## config.mk

```make
export PLATFORM = sky130hd
export DESIGN_NAME = uart_tx
export DESIGN_NICKNAME = d
export VERILOG_FILES = /design/src/rtl/uart_tx_pkg.sv /design/src/rtl/uart_tx_baud_counter.sv /design/src/rtl/uart_tx.sv
export SDC_FILE = /design/constraint.sdc
export NUM_CORES = 1
export LEC_CHECK = 0
export ABC_AREA = 1
export BUFFER_PORTS_ARGS = -buffer_cell sky130_fd_sc_hd__buf_4
export CORE_ASPECT_RATIO = 0.6
export CORE_UTILIZATION = 47
export DETAILED_ROUTE_END_ITERATION = 8
export GPL_TIMING_DRIVEN = 0
export MAX_ROUTING_LAYER = met4
export PLACE_DENSITY_LB_ADDON = 0.3
export SLEW_MARGIN = 25
export SYNTH_ARGS = -nofsm -noshare
export SYNTH_HDL_FRONTEND = slang
export SYNTH_SLANG_ARGS = --single-unit
```

## constraint.sdc

```tcl
create_clock -name clk_i -period 2.5 [get_ports clk_i]
set_clock_uncertainty 0.05 [all_clocks]
set_input_delay 0.5 -clock clk_i [delete_from_list [all_inputs] [get_ports clk_i]]
set_output_delay 0.5 -clock clk_i [all_outputs]
set_load 0.02 [all_outputs]
```

## src/rtl/uart_tx_pkg.sv

```systemverilog
// uart_tx_pkg: frame timing constants and FSM encoding shared by the UART transmitter and receiver
package uart_tx_pkg;
  localparam int UART_BAUD_RATE = 19200;
  localparam int CLK_FREQ = 10_000_000;
  localparam int UART_DATA_LENGTH = 8;
  // Rounded to the nearest whole clock count: 10 MHz / 19200 baud gives 521
  localparam int BAUD_COUNTS_PER_BIT = (CLK_FREQ + UART_BAUD_RATE / 2) / UART_BAUD_RATE;
  localparam int TX_COUNTER_BITWIDTH = $clog2(UART_DATA_LENGTH);
  localparam int BAUD_RATE_COUNTER_BITWIDTH = $clog2(BAUD_COUNTS_PER_BIT);
  typedef enum logic [1:0] {
    stIDLE     = 2'd0,
    stSTARTBIT = 2'd1,
    stSENDING  = 2'd2,
    stSTOPBIT  = 2'd3
  } uart_state_e;
endpackage

```

## src/rtl/uart_tx_baud_counter.sv

```systemverilog
// uart_tx_baud_counter: counts clock cycles within one line bit and flags the last cycle of each bit
module uart_tx_baud_counter #(
  parameter int COUNTS = uart_tx_pkg::BAUD_COUNTS_PER_BIT,
  parameter int WIDTH  = uart_tx_pkg::BAUD_RATE_COUNTER_BITWIDTH
) (
  input  logic clk_i,
  input  logic reset_i,
  input  logic clear_i,
  input  logic en_i,
  output logic bit_end_o
);
  localparam logic [WIDTH-1:0] LAST = WIDTH'(COUNTS - 1);
  logic [WIDTH-1:0] cnt_q, cnt_d;
  assign bit_end_o = en_i && cnt_q == LAST;
  always_comb cnt_d = (clear_i || bit_end_o) ? '0 : en_i ? cnt_q + 1'b1 : cnt_q;
  always_ff @(posedge clk_i)
    if (!reset_i) cnt_q <= '0;
    else cnt_q <= cnt_d;
endmodule

```

## src/rtl/uart_tx.sv

```systemverilog
// uart_tx: serialises one byte per frame as start bit, LSB-first data bits and stop bit, no parity
module uart_tx import uart_tx_pkg::*; #(
  parameter int UART_DATA_LENGTH           = uart_tx_pkg::UART_DATA_LENGTH,
  parameter int TX_COUNTER_BITWIDTH        = uart_tx_pkg::TX_COUNTER_BITWIDTH,
  parameter int BAUD_COUNTS_PER_BIT        = uart_tx_pkg::BAUD_COUNTS_PER_BIT,
  parameter int BAUD_RATE_COUNTER_BITWIDTH = uart_tx_pkg::BAUD_RATE_COUNTER_BITWIDTH
) (
  input  logic                        clk_i,
  input  logic                        reset_i,
  input  logic [UART_DATA_LENGTH-1:0] data_i,
  input  logic                        data_valid_i,
  output logic                        ready_o,
  output logic                        tx_o,
  output logic                        tx_done_strb_o
);
  localparam logic [TX_COUNTER_BITWIDTH-1:0] LAST_BIT = TX_COUNTER_BITWIDTH'(UART_DATA_LENGTH - 1);
  uart_state_e state_q, state_d;
  logic [UART_DATA_LENGTH-1:0] shift_q, shift_d;
  logic [TX_COUNTER_BITWIDTH-1:0] idx_q, idx_d;
  logic tx_q, tx_d;
  logic bit_end, accept, shift_en;
  assign accept = data_valid_i && ready_o;
  assign shift_en = state_q == stSENDING && bit_end;
  uart_tx_baud_counter #(
    .COUNTS(BAUD_COUNTS_PER_BIT),
    .WIDTH (BAUD_RATE_COUNTER_BITWIDTH)
  ) u_baud (
    .clk_i    (clk_i),
    .reset_i  (reset_i),
    .clear_i  (state_q == stIDLE),
    .en_i     (state_q != stIDLE),
    .bit_end_o(bit_end)
  );
  always_ff @(posedge clk_i)
    if (!reset_i) state_q <= stIDLE;
    else state_q <= state_d;
  always_comb begin
    state_d = state_q;
    case (state_q)
      stIDLE:     if (accept) state_d = stSTARTBIT;
      stSTARTBIT: if (bit_end) state_d = stSENDING;
      stSENDING:  if (bit_end && idx_q == LAST_BIT) state_d = stSTOPBIT;
      stSTOPBIT:  if (bit_end) state_d = stIDLE;
      default:    state_d = stIDLE;
    endcase
  end
  always_comb begin
    ready_o = state_q == stIDLE;
    tx_done_strb_o = state_q == stSTOPBIT && bit_end;
  end
  // Line level is derived from the next state so tx_o changes on the same edge as the state
  always_comb begin
    shift_d = accept ? data_i : shift_en ? shift_q >> 1 : shift_q;
    idx_d = (accept || (shift_en && idx_q == LAST_BIT)) ? '0 : shift_en ? idx_q + 1'b1 : idx_q;
    tx_d = state_d == stSTARTBIT ? 1'b0 : state_d == stSENDING ? shift_d[0] : 1'b1;
  end
  always_ff @(posedge clk_i)
    if (!reset_i) begin
      shift_q <= '0;
      idx_q <= '0;
      tx_q <= 1'b1;
    end else begin
      shift_q <= shift_d;
      idx_q <= idx_d;
      tx_q <= tx_d;
    end
  assign tx_o = tx_q;
endmodule

```

==> results.sh <==
export IMPL_vias=1151
export IMPL_cts_hold_buf=0
export IMPL_synth_edf_count=0
export IMPL_route_detailed_drc=0
export IMPL_first_pass_iters=4
export IMPL_synth_area_um2=1230
export IMPL_dr_first_iter_drc_count=94
export IMPL_multi_input_area_um2=644
export IMPL_port_buffers=13
export IMPL_total_power_mw=0.703
export IMPL_crit_family="simple AND/OR/NAND/NOR gates"
export IMPL_timing_fmax_mhz=458
export IMPL_rows=13
export IMPL_cp_data_arrival_time_ps=1630
export IMPL_setup_ws_ps=316
export IMPL_cts_tree="done"
export IMPL_worstMarginPinSlew_ps=338
export IMPL_yosys_warnings=0
export IMPL_synth_seq_cells=24
export IMPL_cts_setup_buffers=0
export IMPL_pin_count=14
export IMPL_cts_reportedPaths_clkPinSlew_ps=80
export IMPL_synth_yosys_seq_area_share_pct=39.0
export IMPL_peakVddDrop_mv=0.383
export IMPL_syn_avg_cell_area_um2=7.12
export IMPL_maxCapViolations=0
export IMPL_p_sw_share_pct=24.6
export IMPL_synth_flop_cell="dfxtp_1"
export IMPL_syn_inst=173
export IMPL_fin_crit_sh_pct=87.4
export IMPL_critPathKind="reg2out"
export IMPL_cp_max_fo=3
export IMPL_die_x_um=68.1
export IMPL_core_area_um2=2310
export IMPL_finalWeightedCongestion=0.899
export IMPL_wl_mm=2.74
export IMPL_synth_commonest_cells="nand2_1 (44), dfxtp_1 (24), nor2_1 (20)"
export IMPL_powerDensity_nw_per_um2=500
export IMPL_startpoint_type="flip-flop"
export IMPL_viasPerCell=5.26
export IMPL_area_growth_pct=14.3
export IMPL_p_switching_mw=0.173
export IMPL_layout_cells_non_filler=219
export IMPL_p_int_mw=0.530
export IMPL_num_antenna_cells=0
export IMPL_async_reset_ff_share_pct=0
export IMPL_power_share_clock_pct=32.6
export IMPL_cts_sinks=24
export IMPL_setup_viol=0
export IMPL_netlist_top_cells_area="dfxtp_1 (39%), nand2_1 (13%), nor2_1 (6.1%)"
export IMPL_pwr_share_seq_pct=57.2
export IMPL_grt_usage_pct=22.6
export IMPL_drive_gt1_share_pct=20.6
export IMPL_fin_crit_ps=2180
export IMPL_worst_path_largest_cell_delay_ps=330
export IMPL_place_ws_ps=622
export IMPL_cts_root_buf="clkbuf_8"
export IMPL_cts_htree_levels=1
export IMPL_rsz0062_at_grt="false"
export IMPL_syn_nets=188
export IMPL_die_h_um=41.6
export IMPL_tns_ps=0
export IMPL_wl_per_cell_um=12.5
export IMPL_fill_cells=214
export IMPL_synth_most_common_cell="nand2_1"
export IMPL_synth_top_area_cell="dfxtp_1"
export IMPL_ys_types=21
export IMPL_placedCellCount=216
export IMPL_cp_end_kind="primary output"
export IMPL_slowest_stage="dfxtp_1"
export IMPL_status="finished clean"
export IMPL_finalNetCount=206
export IMPL_yosys_area_top_type_share_pct=39.0
export IMPL_pwr_share_comb_pct=10.2
export IMPL_hp_class="in2reg"
export IMPL_leakagePower_nw=0.570
export IMPL_grt_overflow=0
export IMPL_hold_violations=0
export IMPL_grt_pass1_vias=1030
export IMPL_final_max_slew_viol_count=0
export IMPL_grt_pass1_wl_mm=4.64
export IMPL_cp_num_buf_inv=2
export IMPL_clock_latency_ps=270
export IMPL_initial_core_util_pct=53.3
export IMPL_dp_hpwl_mm=2.12
export IMPL_cts_resized=0
export IMPL_antenna_left=0
export IMPL_clockBufferDepth=2
export IMPL_seqCellArea_um2=480
export IMPL_max_slew_margin_rel_pct=77.3
export IMPL_die_area_um2=2830
export IMPL_antenna_found_initial=0
export IMPL_cp_cell_sequence="inv_1, ha_1, nand3_1, nor3_2, nand2_1, nor2_1, buf_4"
export IMPL_holdWs_ps=396
export IMPL_required_ps=1950
export IMPL_cts_buffers=3
export IMPL_grt_max_degree=13
-- cells in the final DEF, fill, tap and decap left out, types with 3 or more instances in the layout --
master / count
o21ai_0: 4
inv_2: 9
dfxtp_1: 24
nor2_4: 3
nor3_2: 3
inv_1: 18
clkbuf_8: 3
nand4_1: 3
nor2_1: 20
buf_4: 13
a21oi_1: 11
nand3_1: 9
ha_1: 4
xor2_1: 4
nand2_1: 44
a31oi_1: 6
-- area by class of cell --
cell class | instances | area share [%]
clock buffers | 3 | 2.93
inverters | 27 | 7.20
plain buffers | 1 | 0.356
well taps | 30 | 2.67
repair buffers | 13 | 6.93
multi-input cells | 121 | 45.8
flip-flops and latches | 24 | 34.1
-- final timing paths --
path	startpoint	end	slack, ps	cells past startpoint
setup reg to reg	u_baud.cnt_q[0]	shift_q[1]	900	9
hold / removal	reset_i	state_q[0]	400	3
setup / recovery	u_baud.cnt_q[0]	tx_done_strb_o	320	7
hold reg to reg	u_baud.cnt_q[0]	u_baud.cnt_q[0]	410	1
-- through the flow --
step	utilization (%)	area, um2
after global routing	60.9	1410
after CTS	60.9	1410
after floorplan	-	1230
final	60.9	1410
after detailed placement	59.2	1370
after global placement	59.2	1370
-- power by group through the flow --
stage                     clock network [mW]  registers (mW)  logic, mW
after detailed placement                   0           0.411     0.0704
after global placement                     0           0.410     0.0679
after CTS                              0.229           0.402     0.0709
after floorplan                            0           0.411     0.0413
after global routing                   0.249           0.404     0.0786
final                                  0.230           0.402     0.0716
-- routing by layer --
metal  track usage, %  routed length, um
met5                -                  0
met4             4.58                 17
met3             6.59                190
met2             32.2               1170
met1             31.5               1360
-- cell families after synthesis --
family	share of synthesized area [%]
flip-flops	39.0
buffers and inverters	8.64
adder cells (fa/ha/maj)	4.07
AO/OA/AOI/OAI	9.55
XOR/XNOR	2.85
AND/OR/NAND/NOR	35.9
-- flip-flops by register name, summed over array words and instances, names as in the netlist --
register / count
tx_o: 1
idx_q: 3
u_baud.cnt_q: 10
state_q: 2
shift_q: 8
-- worst reg2reg max path: stages (launching register included) --
cell     delay [ps]
dfxtp_1         330
inv_1            80
ha_1            220
nand2_1          70
nor2_1          170
nand4_2         220
nand2_1         130
inv_2            80
nand2_1          70
a31oi_1          80
Note: power is estimated with default switching activity, not from simulation.
